### config.mk
export PLATFORM = sky130hd
export DESIGN_NAME = demosaic_frame_seq_flat
export DESIGN_NICKNAME = d
export VERILOG_FILES = /design/src/rtl/demosaic_frame_seq_if.sv /design/src/rtl/demosaic_frame_seq.sv /design/src/flat_wrapper.sv
export SDC_FILE = /design/constraint.sdc
export NUM_CORES = 1
export LEC_CHECK = 0
export ABC_AREA = 1
export ABC_CLOCK_PERIOD_IN_PS = 3200
export CAP_MARGIN = 10
export CORE_UTILIZATION = 50
export DETAILED_ROUTE_END_ITERATION = 8
export PLACE_DENSITY = 0.77
export SETUP_SLACK_MARGIN = 0.02
export SKIP_LAST_GASP = 1
export SLEW_MARGIN = 40
export SYNTH_ARGS = -nofsm -noshare
export SYNTH_HDL_FRONTEND = slang
export SYNTH_SLANG_ARGS = --single-unit
### constraint.sdc
create_clock -name INCLK -period 3.2 [get_ports INCLK]
set_clock_uncertainty 0.1 [all_clocks]
set_input_delay 0.32 -clock INCLK [delete_from_list [all_inputs] [get_ports INCLK]]
set_output_delay 0.32 -clock INCLK [all_outputs]
set_load 0.005 [all_outputs]
### src/rtl/demosaic_frame_seq_if.sv
// demosaic_frame_seq_if: control/status bundle between the frame sequencer and its environment (BORDER present under DEMOSAIC_FRAME_SEQ_BORDER_EN)
interface demosaic_frame_seq_if #(parameter int CNT_W = 20);
  logic start_i, stall_i, out_valid_i;
  logic rd_en_o, out_en_o, busy_o, done_o, err_o;
  logic [CNT_W-1:0] rd_addr_o, row_o, col_o, out_cnt_o;
`ifdef DEMOSAIC_FRAME_SEQ_BORDER_EN
  logic border_o;
  modport master(output start_i, stall_i, out_valid_i,
                 input rd_en_o, out_en_o, busy_o, done_o, err_o, rd_addr_o, row_o, col_o, out_cnt_o, border_o);
  modport slave(input start_i, stall_i, out_valid_i,
                output rd_en_o, out_en_o, busy_o, done_o, err_o, rd_addr_o, row_o, col_o, out_cnt_o, border_o);
`else
  modport master(output start_i, stall_i, out_valid_i,
                 input rd_en_o, out_en_o, busy_o, done_o, err_o, rd_addr_o, row_o, col_o, out_cnt_o);
  modport slave(input start_i, stall_i, out_valid_i,
                output rd_en_o, out_en_o, busy_o, done_o, err_o, rd_addr_o, row_o, col_o, out_cnt_o);
`endif
endinterface

### src/rtl/demosaic_frame_seq.sv
// demosaic_frame_seq: raster read sequencer and output gate for one Bayer frame; DEMOSAIC_FRAME_SEQ_BORDER_EN adds the BORDER flag
module demosaic_frame_seq #(
  parameter int WIDTH   = 512,
  parameter int HEIGHT  = 768,
  parameter int CNT_W   = 20,
  parameter int TIMEOUT = 1024
) (
  input logic INCLK,
  input logic RSTN,
  demosaic_frame_seq_if.slave bus
);
  localparam logic [1:0] S_IDLE = 2'd0, S_FEED = 2'd1, S_DRAIN = 2'd2, S_DONE = 2'd3;
  localparam int TW = $clog2(TIMEOUT + 1);
  localparam logic [CNT_W-1:0] TOTAL = CNT_W'(WIDTH * HEIGHT);
  localparam logic [CNT_W-1:0] LAST = CNT_W'(WIDTH * HEIGHT - 1);
  localparam logic [CNT_W-1:0] COL_L = CNT_W'(WIDTH - 1);
  localparam logic [CNT_W-1:0] ROW_L = CNT_W'(HEIGHT - 1);
  localparam logic [CNT_W-1:0] ONE = CNT_W'(1);
  localparam logic [TW-1:0] TMO = TW'(TIMEOUT);
  localparam logic [TW-1:0] TONE = TW'(1);

  logic [1:0] state_q, state_d;
  logic [CNT_W-1:0] p_addr_q, p_addr_d, p_row_q, p_row_d, p_col_q, p_col_d;
  logic [CNT_W-1:0] addr_q, addr_d, row_q, row_d, col_q, col_d, cnt_q, cnt_d;
  logic [TW-1:0] tmo_q, tmo_d;
  logic rd_en_q, err_q, err_d, full_d, tmo_hit;
  logic go, busy, issue, out_en, wrap;
`ifdef DEMOSAIC_FRAME_SEQ_BORDER_EN
  logic border_q, border_d;
`endif

  assign go     = state_q == S_IDLE && bus.start_i;
  assign busy   = state_q == S_FEED || state_q == S_DRAIN;
  assign issue  = state_q == S_FEED && !bus.stall_i;
  assign out_en = busy && bus.out_valid_i && cnt_q != TOTAL;
  assign wrap   = p_col_q == COL_L;

  // Next-state: read pointer walks the raster, output regs latch the issued position, counters and FSM advance
  always_comb begin
    cnt_d    = go ? '0 : cnt_q + CNT_W'(out_en);
    full_d   = cnt_d == TOTAL;
    tmo_d    = (state_q == S_DRAIN && !bus.out_valid_i) ? tmo_q + TONE : '0;
    tmo_hit  = tmo_d == TMO;
    p_addr_d = go ? '0 : issue ? p_addr_q + ONE : p_addr_q;
    p_col_d  = go ? '0 : issue ? (wrap ? '0 : p_col_q + ONE) : p_col_q;
    p_row_d  = go ? '0 : (issue && wrap) ? p_row_q + ONE : p_row_q;
    addr_d   = go ? '0 : issue ? p_addr_q : addr_q;
    row_d    = go ? '0 : issue ? p_row_q : row_q;
    col_d    = go ? '0 : issue ? p_col_q : col_q;
    err_d    = go ? 1'b0 : err_q | (busy && bus.out_valid_i && !out_en) | (state_q == S_DRAIN && !full_d && tmo_hit);
    state_d  = (state_q == S_IDLE)  ? (go ? S_FEED : S_IDLE)
             : (state_q == S_FEED)  ? ((issue && p_addr_q == LAST) ? (full_d ? S_DONE : S_DRAIN) : S_FEED)
             : (state_q == S_DRAIN) ? ((full_d || tmo_hit) ? S_DONE : S_DRAIN)
             : S_IDLE;
`ifdef DEMOSAIC_FRAME_SEQ_BORDER_EN
    border_d = issue && (p_row_q == '0 || p_row_q == ROW_L || p_col_q == '0 || wrap);
`endif
  end

  // State registers; reset aborts any frame in flight without a DONE pulse
  always_ff @(posedge INCLK or negedge RSTN) begin
    if (!RSTN) begin
      state_q  <= S_IDLE;
      p_addr_q <= '0;
      p_row_q  <= '0;
      p_col_q  <= '0;
      addr_q   <= '0;
      row_q    <= '0;
      col_q    <= '0;
      cnt_q    <= '0;
      tmo_q    <= '0;
      rd_en_q  <= 1'b0;
      err_q    <= 1'b0;
`ifdef DEMOSAIC_FRAME_SEQ_BORDER_EN
      border_q <= 1'b0;
`endif
    end else begin
      state_q  <= state_d;
      p_addr_q <= p_addr_d;
      p_row_q  <= p_row_d;
      p_col_q  <= p_col_d;
      addr_q   <= addr_d;
      row_q    <= row_d;
      col_q    <= col_d;
      cnt_q    <= cnt_d;
      tmo_q    <= tmo_d;
      rd_en_q  <= issue;
      err_q    <= err_d;
`ifdef DEMOSAIC_FRAME_SEQ_BORDER_EN
      border_q <= border_d;
`endif
    end
  end

  assign bus.rd_en_o   = rd_en_q;
  assign bus.rd_addr_o = addr_q;
  assign bus.row_o     = row_q;
  assign bus.col_o     = col_q;
  assign bus.out_en_o  = out_en;
  assign bus.out_cnt_o = cnt_q;
  assign bus.busy_o    = busy;
  assign bus.done_o    = state_q == S_DONE;
  assign bus.err_o     = err_q;
`ifdef DEMOSAIC_FRAME_SEQ_BORDER_EN
  assign bus.border_o  = border_q;
`endif
endmodule

### src/flat_wrapper.sv
// flat-port wrapper written by rule: the top's interface ports become plain ports
module demosaic_frame_seq_flat 
#(
  parameter int WIDTH   = 512,
  parameter int HEIGHT  = 768,
  parameter int CNT_W   = 20,
  parameter int TIMEOUT = 1024
)
  (INCLK, RSTN, bus_start_i, bus_stall_i, bus_out_valid_i, bus_rd_en_o, bus_out_en_o, bus_busy_o, bus_done_o, bus_err_o, bus_rd_addr_o, bus_row_o, bus_col_o, bus_out_cnt_o);
  demosaic_frame_seq_if #(.CNT_W(CNT_W)) bus_i ();
  input logic INCLK;
  input logic RSTN;
  input wire logic [$bits(bus_i.start_i)-1:0] bus_start_i;
  input wire logic [$bits(bus_i.stall_i)-1:0] bus_stall_i;
  input wire logic [$bits(bus_i.out_valid_i)-1:0] bus_out_valid_i;
  output wire logic [$bits(bus_i.rd_en_o)-1:0] bus_rd_en_o;
  output wire logic [$bits(bus_i.out_en_o)-1:0] bus_out_en_o;
  output wire logic [$bits(bus_i.busy_o)-1:0] bus_busy_o;
  output wire logic [$bits(bus_i.done_o)-1:0] bus_done_o;
  output wire logic [$bits(bus_i.err_o)-1:0] bus_err_o;
  output wire logic [$bits(bus_i.rd_addr_o)-1:0] bus_rd_addr_o;
  output wire logic [$bits(bus_i.row_o)-1:0] bus_row_o;
  output wire logic [$bits(bus_i.col_o)-1:0] bus_col_o;
  output wire logic [$bits(bus_i.out_cnt_o)-1:0] bus_out_cnt_o;
  assign bus_i.start_i = bus_start_i;
  assign bus_i.stall_i = bus_stall_i;
  assign bus_i.out_valid_i = bus_out_valid_i;
  assign bus_rd_en_o = bus_i.rd_en_o;
  assign bus_out_en_o = bus_i.out_en_o;
  assign bus_busy_o = bus_i.busy_o;
  assign bus_done_o = bus_i.done_o;
  assign bus_err_o = bus_i.err_o;
  assign bus_rd_addr_o = bus_i.rd_addr_o;
  assign bus_row_o = bus_i.row_o;
  assign bus_col_o = bus_i.col_o;
  assign bus_out_cnt_o = bus_i.out_cnt_o;
  demosaic_frame_seq #(.WIDTH(WIDTH), .HEIGHT(HEIGHT), .CNT_W(CNT_W), .TIMEOUT(TIMEOUT)) u_core (.INCLK(INCLK), .RSTN(RSTN), .bus(bus_i));
endmodule
==> impl_metrics.ini <==
[pwr]
ir_drop_mv = 0.379
combinationalPowerShare_pct = 19.8
p_int_mw = 3.70
power_frac_seq_pct = 43.1
power_switching_mw = 1.63
leakagePower_nw = 4.22
finalPower_mw = 5.33
clkPwrFrac_pct = 37.1
switching_share_pct = 30.6
p_per_area_nw_per_um2 = 573

[critical_path]
worstPathMaxFanout = 5
r2r_slack_ns = 0.33
path_cells = inv_1, nand4_1, nor3_2, nand4_1, nand3_1, inv_1, ha_1, ha_1, or2_2, nand3_1, nand3_1, nor3_1, nand3_1, o21bai_1, nand2_1, nand2_1, nand2_1, nand2_1
crit_family = simple AND/OR/NAND/NOR gates
crit_slowest_cell = dfrtp_1
cp.depth = 18
reg2reg_depth = 18
criticalPathCategory = flop to flop
start_kind = flop
reg2reg_from = u_core.bus.out_cnt_o[12]
cp.arrival_ns = 3.13
critPathBufInv = 2
crit_path_max_incr_delay_ns = 0.43
crit_path_end_kind = flop
crit_required_ns = 3.46
timing.critical_path.from = u_core.bus.out_cnt_o[12]

[timing]
final-max-slew-violation-count = 0
rsz0062_at_grt = no
period_share_pct = 89.5
worst_pin_slew_ns = 0.530
hold_viol_final = 0
fin_crit_ns = 2.87
relSlewSlack_pct = 64.7
setup_viol = 0
tns_ns = 0
fmax_ghz = 0.349

[die]
placementRows = 44
die_area_um2 = 15600
io_pins = 90
start_util_pct = 51.7
fp.coreArea_um2 = 14600
fp.dieW_um = 125
dieHeight_um = 125

[run]
cap_violations = 0

[placed_design]
portBuffers = 89
dpl.hpwl_um = 12800
gp_routability_congestion = 0.945

[cts]
cts_tree = yes
clk-insertion-delay-late_ns = 0.43
clockRootBuffer = clkbuf_16
htree_levels = 4
cts_max_path_buffers = 2
clkTransAtPathRegs_ns = 0.06
clock_sinks = 155
cts_buffers = 17

[synth]
ys_top_cells_by_area = dfrtp_1 (51%), nand2_1 (9.0%), inv_1 (7.1%)
ys_async_sr_fraction_pct = 100
syn_area_per_cell_um2 = 8.17
synth_cells = 927
synth-main-ff-cell = dfrtp_1
synth_nets = 942
yosysWarnings = 0
synth_edf_count = 0
synth_cell_types = 39
yosysTopAreaCellShare_pct = 51.2
synth_seq_cells = 155
yosysMostFrequentCell = nand2_1
synth_common_cells = nand2_1 (182), dfrtp_1 (155), inv_1 (143)
synth_largest_area_cell = dfrtp_1
ys_seq_area_share_pct = 51.2
synth_area_um2 = 7580

[layout]
syn_to_final_growth_pct = 22.8
seqCellArea_um2 = 3880
multi_input_area_um2 = 3070
fin_nets = 1038
drive_gt1_share_pct = 7.25
n_antenna_cell = 0
num-fill-cells = 1251

[detailed_routing]
drc = 0
drtPass1Iterations = 7
vias = 6620
wire_per_inst_um = 14.8
ant_nets = 0
wirelength_um = 18100
viasPerCell = 5.43
drt_iter0_drc = 620

[min_path]
hold_path_class = input pin to asynchronous set/reset pin

[global_route]
first_global_vias = 6447
antenna_found_initial = 0
grt_usage_pct = 24.9
grt.overflow.total = 0
grt_pass1_wl_um = 31200
grt_max_degree = 71

[status]
status = completed
-- final cells by class --
| class | instances | share of cell area [%] |
|---|---|---|
| sequential | 155 | 41.7 |
| multi-input combinational | 602 | 33.0 |
| timing repair buffer | 99 | 10.6 |
| inverter | 148 | 6.03 |
| clock buffer | 21 | 4.95 |
| tap | 184 | 2.48 |
| clock inverter | 10 | 1.26 |
-- per-stage QoR --
step | worst slack [ns] | util (%) | hold slack (ns) | instances | instance area [um2]
global route | 0.0424 | 63.5 | 0.341 | 1219 | 9300
finish | 0.335 | 63.5 | 0.286 | 1219 | 9300
global placement | 0.403 | 59.4 | 0.178 | 1187 | 8690
detailed placement | 0.343 | 59.4 | 0.176 | 1187 | 8690
floorplan | 0.663 | - | -0.0756 | 927 | 7580
CTS | 0.305 | 63.4 | 0.319 | 1219 | 9280
-- layer usage --
metal	up-vias	share of wire, %	GRT usage (%)
met5	-	0	0
met4	0	1.6	7.96
met3	22	5.5	5.61
met2	196	47	39.5
met1	3165	46	34.0
li1	3237	-	-
-- placed cells by master, fill, tap and decap left out, types with 12 or more instances in the layout --
master           Yosys  final
nand3_1             66     66
nand4_1             26     26
nand2_1            182    181
dfrtp_1            155    155
clkdlybuf4s50_1      0     88
nor3_1              34     32
inv_1              143    143
o21ai_0             90     90
a21oi_1             32     32
clkbuf_16            0     17
nor2_1              79     77
xor2_1              12     12
-- cell families after synthesis --
| logic type | synth area share, % |
|---|---|
| AO/OA/AOI/OAI | 11.4 |
| XOR/XNOR | 1.39 |
| adder cells (fa/ha/maj) | 1.65 |
| buffers and inverters | 8.62 |
| flip-flops | 51.2 |
| AND/OR/NAND/NOR | 25.7 |
-- power by group through the flow --
stage / Sequential (mW) / Combinational [mW] / Clock (mW)
6_report: 2.30 / 1.06 / 1.98
5_1_grt: 2.32 / 1.18 / 2.09
4_1_cts: 2.29 / 1.07 / 2.00
3_5_place_dp: 2.32 / 1.06 / 0
3_3_place_gp: 2.32 / 1.04 / 0
2_1_floorplan: 2.29 / 0.633 / 0
-- flip-flops by register name, summed over array words and instances (netlist names) --
signal / cells
u_core.state_q: 2
u_core.p_addr_q: 20
u_core.bus.out_cnt_o: 20
u_core.p_col_q: 20
u_core.bus.row_o: 20
u_core.bus.err_o: 1
u_core.bus.rd_en_o: 1
u_core.p_row_q: 20
u_core.bus.rd_addr_o: 20
u_core.tmo_q: 11
u_core.bus.col_o: 20
-- worst paths after layout --
check	end
max in group asynchronous	u_core.p_col_q[18]
worst max register to register	u_core.state_q[0]
worst max-delay path	u_core.state_q[0]
worst min-delay path	u_core.bus.rd_addr_o[5]
worst min register to register	u_core.bus.col_o[12]
min in group INCLK	u_core.bus.col_o[12]
-- what timing repair did --
item | 4_1_cts | 5_1_grt
hold buffers | 1 | 0
endpoints found under the setup margin | 0 | 1
hold endpoints to repair | 45 | 0
resized for setup | 0 | 5
setup buffers | 0 | 0
No activity file was read; power rests on OpenSTA's default activity.
